$ cat config.mk
export PLATFORM = sky130hd
export DESIGN_NAME = pwm_multi_core_flat
export DESIGN_NICKNAME = d
export VERILOG_FILES = /design/src/rtl/pwm_multi_core_if.sv /design/src/rtl/pwm_multi_core.sv /design/src/flat_wrapper.sv
export SDC_FILE = /design/constraint.sdc
export NUM_CORES = 1
export LEC_CHECK = 0
export CAP_MARGIN = 25
export CORE_UTILIZATION = 35
export DETAILED_ROUTE_END_ITERATION = 6
export PLACE_DENSITY = 0.61
export SYNTH_ARGS = -nofsm -noshare
export SYNTH_HDL_FRONTEND = slang
export SYNTH_SLANG_ARGS = --single-unit
$ cat constraint.sdc
create_clock -name clk -period 10.05 [get_ports clk]
set_clock_uncertainty 0.2 [all_clocks]
set_input_delay 1.005 -clock clk [delete_from_list [all_inputs] [get_ports clk]]
set_output_delay 1.005 -clock clk [all_outputs]
set_load 0.02 [all_outputs]
$ cat src/rtl/pwm_multi_core_if.sv
// rtl/pwm_multi_core_if.sv - byte-wide register bus between the SPI front ends and the PWM engine
interface pwm_multi_core_if;
    logic [7:0] addr;
    logic       wr_en;
    logic [7:0] wr_data;
    logic [7:0] rd_data;

    modport master (
        output addr,
        output wr_en,
        output wr_data,
        input  rd_data
    );

    modport slave (
        input  addr,
        input  wr_en,
        input  wr_data,
        output rd_data
    );
endinterface

$ cat src/rtl/pwm_multi_core.sv
// rtl/pwm_multi_core.sv - multi-channel double-buffered PWM engine with byte register bus
module pwm_multi_core #(
    parameter int         NCH      = 4,
    parameter int         CW       = 16,
    parameter logic [7:0] ID_VALUE = 8'hA5
) (
    input  logic                clk,
    input  logic                rst_n,
    pwm_multi_core_if.slave     bus,
    input  logic                sync_start,
    output logic [NCH-1:0]      pwm_out,
    output logic                irq
);
    localparam int NB = CW / 8;

    logic [NCH-1:0] en;
    logic [NCH-1:0] pol;
    logic [NCH-1:0] status;
    logic [NCH-1:0] irq_mask;
    logic [NCH-1:0] wrap;
    logic [NCH-1:0] w1c;
    logic [CW-1:0]  stg_high   [NCH];
    logic [CW-1:0]  stg_period [NCH];

    // Channel window: 0x10 + 8*c, so addr[7:3] - 2 is the channel number.
    logic [4:0] slot;
    logic       ch_hit;
    logic [7:0] rd_mux;

    assign slot   = bus.addr[7:3] - 5'd2;
    assign ch_hit = (bus.addr[7:3] >= 5'd2) && (int'(slot) < NCH);
    assign w1c    = (bus.wr_en && bus.addr == 8'h03) ? bus.wr_data[NCH-1:0] : '0;
    assign irq    = |(status & irq_mask);

    always_ff @(posedge clk or negedge rst_n) begin
        if (!rst_n) begin
            en       <= '0;
            pol      <= '0;
            status   <= '0;
            irq_mask <= '0;
            for (int c = 0; c < NCH; c++) begin
                stg_high[c]   <= '0;
                stg_period[c] <= '0;
            end
        end else begin
            // A wrap on the same edge as a clear keeps the bit set.
            status <= (status & ~w1c) | wrap;
            if (bus.wr_en) begin
                case (bus.addr)
                    8'h01:   en       <= bus.wr_data[NCH-1:0];
                    8'h02:   pol      <= bus.wr_data[NCH-1:0];
                    8'h04:   irq_mask <= bus.wr_data[NCH-1:0];
                    default: ;
                endcase
                for (int c = 0; c < NCH; c++) begin
                    for (int b = 0; b < NB; b++) begin
                        if (ch_hit && slot == 5'(c) && int'(bus.addr[1:0]) == b) begin
                            if (bus.addr[2])
                                stg_period[c][8*b +: 8] <= bus.wr_data;
                            else
                                stg_high[c][8*b +: 8] <= bus.wr_data;
                        end
                    end
                end
            end
        end
    end

    always_comb begin
        rd_mux = '0;
        case (bus.addr)
            8'h00:   rd_mux = ID_VALUE;
            8'h01:   rd_mux[NCH-1:0] = en;
            8'h02:   rd_mux[NCH-1:0] = pol;
            8'h03:   rd_mux[NCH-1:0] = status;
            8'h04:   rd_mux[NCH-1:0] = irq_mask;
            default: begin
                for (int c = 0; c < NCH; c++) begin
                    for (int b = 0; b < NB; b++) begin
                        if (ch_hit && slot == 5'(c) && int'(bus.addr[1:0]) == b)
                            rd_mux = bus.addr[2] ? stg_period[c][8*b +: 8]
                                                 : stg_high[c][8*b +: 8];
                    end
                end
            end
        endcase
    end

    assign bus.rd_data = rd_mux;

    for (genvar c = 0; c < NCH; c++) begin : g_ch
        logic [CW-1:0] cnt;
        logic [CW-1:0] act_high;
        logic [CW-1:0] act_period;
        logic          en_d;
        logic          pwm_q;
        logic          load;
        logic          wrap_c;
        logic          raw;

        // en_d gates the output so the enable cycle never shows stale active values.
        assign load   = en[c] & (~en_d | sync_start);
        assign wrap_c = en[c] & en_d & ~sync_start & (act_period != '0)
                      & (cnt == act_period - 1'b1);
        assign raw    = (act_period != '0) & (cnt < act_high);
        assign wrap[c]    = wrap_c;
        assign pwm_out[c] = pwm_q;

        always_ff @(posedge clk or negedge rst_n) begin
            if (!rst_n) begin
                cnt        <= '0;
                act_high   <= '0;
                act_period <= '0;
                en_d       <= 1'b0;
                pwm_q      <= 1'b0;
            end else begin
                en_d  <= en[c];
                pwm_q <= (raw & en[c] & en_d) ^ pol[c];
                if (!en[c]) begin
                    cnt <= '0;
                end else if (load || wrap_c) begin
                    cnt        <= '0;
                    act_high   <= stg_high[c];
                    act_period <= stg_period[c];
                end else if (act_period == '0) begin
                    cnt <= '0;
                end else begin
                    cnt <= cnt + 1'b1;
                end
            end
        end
    end
endmodule

$ cat src/flat_wrapper.sv
// flat-port wrapper written by rule: the top's interface ports become plain ports
module pwm_multi_core_flat 
#(
    parameter int         NCH      = 4,
    parameter int         CW       = 16,
    parameter logic [7:0] ID_VALUE = 8'hA5
)
  (clk, rst_n, sync_start, pwm_out, irq, bus_addr, bus_wr_en, bus_wr_data, bus_rd_data);
  pwm_multi_core_if bus_i ();
  input  logic clk;
  input  logic rst_n;
  input  logic sync_start;
  output logic [NCH-1:0] pwm_out;
  output logic irq;
  input wire logic [$bits(bus_i.addr)-1:0] bus_addr;
  input wire logic [$bits(bus_i.wr_en)-1:0] bus_wr_en;
  input wire logic [$bits(bus_i.wr_data)-1:0] bus_wr_data;
  output wire logic [$bits(bus_i.rd_data)-1:0] bus_rd_data;
  assign bus_i.addr = bus_addr;
  assign bus_i.wr_en = bus_wr_en;
  assign bus_i.wr_data = bus_wr_data;
  assign bus_rd_data = bus_i.rd_data;
  pwm_multi_core #(.NCH(NCH), .CW(CW), .ID_VALUE(ID_VALUE)) u_core (.clk(clk), .rst_n(rst_n), .bus(bus_i), .sync_start(sync_start), .pwm_out(pwm_out), .irq(irq));
endmodule
### After elaboration in Yosys (flattened, before gate mapping)

Index checks and enable logic that the tools add are counted.

* equal/unequal tests: 12
* $add $sub $neg: 9
* muxes and demuxes: 31
* bitwise gates (word level): 50
* order comparisons: 6
* reduce and logical (&&, ||, !) cells: 54

Operators by type and width (count)
* $mux 16: 12
* $mux 8: 16
* $add 16x1->16 const B: 4
* $eq 16x16->1: 4
* $logic_not 16->1: 4
* $lt 16x16->1: 4
* $reduce_bool 16->1: 4
* $sub 16x1->16 const B: 4
* $reduce_and 3->1: 16
* $and 1x1->1: 32
* $pmux 4 s5: 1
* $eq 8x2->1 const B: 2
* $logic_and 1x1->1: 14
* $reduce_and 2->1: 7
* $eq 5x2->1 const B: 2
* $and 4x4->4: 2
* $eq 8x1->1 const B: 1
* $eq 8x3->1 const B: 1
* $logic_not 8->1: 1
* $pmux 4 s2: 1
* $reduce_or 4->1: 2
* $not 1->1: 6
* $eq 5x1->1 const B: 1
* $ge 5x2->1 const B: 1
* other kinds (11): 20

* input port bits: 20
* flip-flop bits (word level): 344
* logic and storage cells: 202

### Logic depth before layout (Yosys ltp)

* depth in word-level cells: 14
* mapped depth: 11
* depth with buffers taken out: 9

### Worst setup path after synthesis

OpenSTA, ideal clock, no wires.

* path type: input port to output port
* from: in bus_addr[2]
* to: out bus_rd_data[0]
* buffers on the path: 3
* data arrival time: 3057 ps
* slack: 5788 ps
* required time: 8845 ps
* cell stages on the path: 7
* cell sequence: buf_1 -> buf_1 -> buf_1 -> mux2i_1 -> o22ai_1 -> o22ai_1 -> a31oi_1

* word-level cells in the longest chain between the ends: 10

Ends and longest elaborated chain
* from (decl): RTL line flat_wrapper.sv:15 `input wire logic [$bits(bus_i.addr)-1:0] bus_addr;`
* $mux 8: RTL line pwm_multi_core.sv:81 `rd_mux = bus.addr[2] ? stg_period[c][8*b +: 8]`
* $mux 8 (8 in a row): RTL line pwm_multi_core.sv:80 `if (ch_hit && slot == 5'(c) && int'(bus.addr[1:0]) == b)`
* $pmux 4 s5 (*): RTL line pwm_multi_core.sv:71 `case (bus.addr)`
* to (decl): RTL line flat_wrapper.sv:18 `output wire logic [$bits(bus_i.rd_data)-1:0] bus_rd_data;`

Every way passes the cells marked *; elsewhere a longest branch is shown, timed or not.

### Final worst setup path

* from: in bus_addr[4]
* to: out bus_rd_data[0]

* word-level cells in the longest chain between the ends: 14

Ends and longest elaborated chain
* $sub 5x2->5: RTL line pwm_multi_core.sv:30 `assign slot = bus.addr[7:3] - 5'd2;`
* $lt 5x3->1: RTL line pwm_multi_core.sv:31 `assign ch_hit = (bus.addr[7:3] >= 5'd2) && (int'(slot) < NCH);`
* $logic_and 1x1->1: RTL line pwm_multi_core.sv:31
* $logic_and 1x1->1 (2 in a row): RTL line pwm_multi_core.sv:80
* $mux 8 (8 in a row): RTL line pwm_multi_core.sv:80
* $pmux 4 s5 (*): RTL line pwm_multi_core.sv:71

Marked as above.

==> summary.md <==
| Metric | Value |
|---|---|
| Crit-path max cell delay | around 0.68 ns |
| Worst setup margin | ~4.4 ns |
| Post-DRT Antenna Nets | 0 |
| DRC | 7 |
| Unrepaired setup endpoints after global routing | false |
| Yosys top cell area share | 0.4590 |
| Max Fclk | roughly 180 MHz |
| WP data arrival | ~4.5 ns |
| Synth Warn # | 0 |
| Mapped Nets | 1758 |
| Setup Viol. Count Final | 0 |
| H-tree Lvls | 2 |
| Synthesized area | around 19000 um2 |
| Average vias per placed instance | 5.381 |
| Clock-pin slew on the worst setup and hold paths | about 0.060 ns |
| DR vias | approximately 13k |
| Hold_ws | between 0.2 and 0.25 ns |
| M1 GR Usage | 0.2573 |
| Worst vdd rail ir drop | roughly 0.087 mV |
| Final WL | 48100 um |
| IO buf count | 32 |
| CP Launch Point | bus_addr[4] |
| WL/cell | between 20 and 25 um |
| Worst hold path type | input pin to asynchronous set/reset pin |
| Number of synthesized flops with an enable pin | 0 |
| Share of post-route cells with drive strength above 1 | 0.2026 |
| Flop2flop setup slack | between 5 and 6 ns |
| Largest net degree at the start of global routing | approximately 180 |
| Multi-input logic area | 9492 um2 |
| Post-CTS Setup Bufs | 0 |
| Hold buffers post-CTS | 0 |
| Layout Area Growth over Synthesis | 12.98% |
| Total negative slack | 0 ns |
| Post-synth ARST share | 1.000 |
| Yosys cell types | between 70 and 80 |
| I/O pin cnt | 33 |
| Die width | between 200 and 250 um |
| Setup crit end | bus_rd_data[0] |
| Leak pwr | about 9.8 nW |
| Worst R2R Path Depth | 11 |
| Seq/Total Area, Yosys | 0.4590 |
| Most area-consuming cells after synthesis | dfrtp_1, mux2_2, ha_1 |
| Die ar. | roughly 55000 um2 |
| Clock root cell | clkbuf_16 |
| NumNets Final | between 1.5k and 2k |
| Detailed Routing Iterations Pass 1 | 7 |
| M3 GR Usage | 0.03430 |
| DR iter-0 viols | 890 |
| Crit-path max FO | 8 |
| CTS tree | done |
| Overflow after GRT | 0 |
| Startpoint Class | input pin |
| Failing checks | design-rule violations |
| Initial core utilization | 0.3555 |
| Pre-CTS setup slack | about 4.4 ns |
| TritonCTS Buffers | 38 |
| Most frequent cells in the layout | dfrtp_1, mux2_2, inv_1, nor3_1, xor2_1 |
| Status | finished, violations left |
| Worst-margin pin slew | between 1 and 1.5 ns |
| Die height | between 200 and 250 um |
| Most used flip-flop cell after synthesis | dfrtp_1 |
| Cell taking the most area after synthesis | dfrtp_1 |
| WS Path Type | input pin to output port |
| Synthesis-stage register bit count | ~340 |
| Core footprint | between 50000 and 60000 um2 |
| Placed wire-length estimate | 34570 um |
| CP Data Required Time | 8.85 ns |
| GPL Wtd Cong | roughly 0.89 |
| Vias in the first global route | approximately 13k |
| Max cap viols | 0 |
| CTS Buffer Depth | 3 |
| Sequential Area | around 8600 um2 |
| # diodes | 0 |
| Initial antenna violation count | 2 |
| First-pass GRT wire length | 77050 um |
| Gr busiest metal | met2 |
| Post-CTS Resized | 0 |
| CP cell instances | clkdlybuf4s50_1, inv_1, ha_1, nor2_1, a2bb2oi_1, nor3_1, nand2_1, o22ai_1, o22ai_1, a31oi_1, clkdlybuf4s50_1 |
| Critical path capture point type | output port |
| Clk Latency, worst-skew pair | around 0.56 ns |
| Power Density | approximately 170 nW/um2 |
| Fin crit period | approximately 5.7 ns |
| End of the worst register-to-register path | u_core.g_ch[3].act_high[9]$_DFFE_PN0P_ |
| CTS sink cnt | around 340 |
| Fin crit share | 0.5636 |
| Final Max Slew Viols | 0 |
| Filler cells | 5049 |
| Mean area per synthesized cell | roughly 11 um2 |
| Endpoints failing hold | 0 |
| Slew headroom | 0.2944 |
| RR Startpoint | u_core.g_ch[3].act_period[0]$_DFFE_PN0P_ |
| Cell Rows | 84 |
| Mapped Cells | around 1.7k |
| Global Route Usage Sum | 0.1832 |
| Global routing met2 resource utilization | 0.2885 |
| Critical Path Slowest Stage Cell | nor3_1 |
| Commonest non-fill, non-tap cell in the layout | dfrtp_1 |
[stage by stage]
step           cell area [um2]    util  total power, mW  instances
2_1_floorplan            18750       -            1.863       1664
3_3_place_gp             19690  0.3733            2.009       2314
3_5_place_dp             19780  0.3749            2.025       2320
4_1_cts                  21150  0.4008            3.555       2389
5_1_grt                  21190  0.4016            3.670       2391
6_report                 21190  0.4016            3.516       2391
[final cells by class]
cell class / instances / share of cell area
clock inverter: 16 / 0.01039
inverter: 84 / 0.01488
sequential: 344 / 0.4063
multi-input combinational: 1155 / 0.4480
clock buffer: 53 / 0.05433
timing repair buffer: 51 / 0.02551
tap: 688 / 0.04063
[metal layers]
| metal | wire length (um) | up-vias |
|---|---|---|
| met1 | 22710 | 6560 |
| met2 | 22130 | 218 |
| met3 | 2171 | 67 |
| met4 | 1074 | 2 |
| met5 | 13 | - |
| li1 | - | 6019 |
[power breakdown]
group / switching, mW / internal (mW) / leakage [nW]
registers: 0.0702 / 1.45 / 4.77
clock network: 0.585 / 0.931 / 0.671
logic: 0.269 / 0.210 / 4.35
[logic make-up after synthesis]
group / after synthesis / share of synthesized area
buffers and inverters: 165 / 0.03749
and+or+nand+nor: 422 / 0.1194
muxes: 338 / 0.2001
AOI/OAI and AO/OA: 181 / 0.06925
adders and majority gates: 74 / 0.04937
DFF: 344 / 0.4590
xor gates and xnor gates: 140 / 0.06538
[how the worst min path moves through the flow]
| stage | slack, ns | to |
|---|---|---|
| 5_1_grt | 0.29 | u_core.g_ch[2].en_d$_DFF_PN0_ |
| 2_1_floorplan | 0.19 | u_core.g_ch[2].en_d$_DFF_PN0_ |
| 4_1_cts | 0.27 | u_core.g_ch[2].en_d$_DFF_PN0_ |
| 3_3_place_gp | 0.22 | u_core.g_ch[2].en_d$_DFF_PN0_ |
| 6_report | 0.25 | u_core.g_ch[1].cnt[6]$_DFF_PN0_ |
| 3_5_place_dp | 0.24 | u_core.g_ch[2].en_d$_DFF_PN0_ |
[synth_stat cells, types with 4 or more instances]
cell type and instances:
o22ai_1 10, or4_1 9, mux2i_1 61, nor2_1 73
and4_1 4, nand4b_1 9, nor3b_1 8, and3_1 20
nor4_1 15, o21a_1 4, a22oi_1 5, mux2_2 240
mux2_1 35, buf_1 7, ha_1 74, nand2_1 68
or3_1 5, nand2b_1 16, o31ai_1 7, and2_1 5
buf_2 7, nor2b_1 9, a21o_1 23, o211ai_1 6
o2111ai_1 5, buf_4 13, o21ai_0 31, nor3_1 81
a211oi_1 10, o221ai_1 12, clkbuf_1 51, a31oi_1 6
xnor2_1 62, inv_1 84, dfrtp_1 344, nand4_1 32
a21oi_1 34, xor2_1 78, nand3b_1 5, nand3_1 49
[critical path, delay by kind of cell]
family	cells	cell delay [ns]
and+or+nand+nor	3	1.16
adders and majority gates	1	0.24
buffers and inverters	3	1.34
AOI/OAI and AO/OA	4	0.71
[state kept, by name, summed over array words and instances (netlist names)]
register	count
u_core.en	4
u_core.irq_mask	4
u_core.pol	4
u_core.g_ch.act_period	64
u_core.g_ch.cnt	64
u_core.g_ch.en_d	4
u_core.g_ch.pwm_q	4
u_core.stg_high	64
u_core.g_ch.act_high	64
u_core.status	4
u_core.stg_period	64
Power figures use the tool's default switching activity.
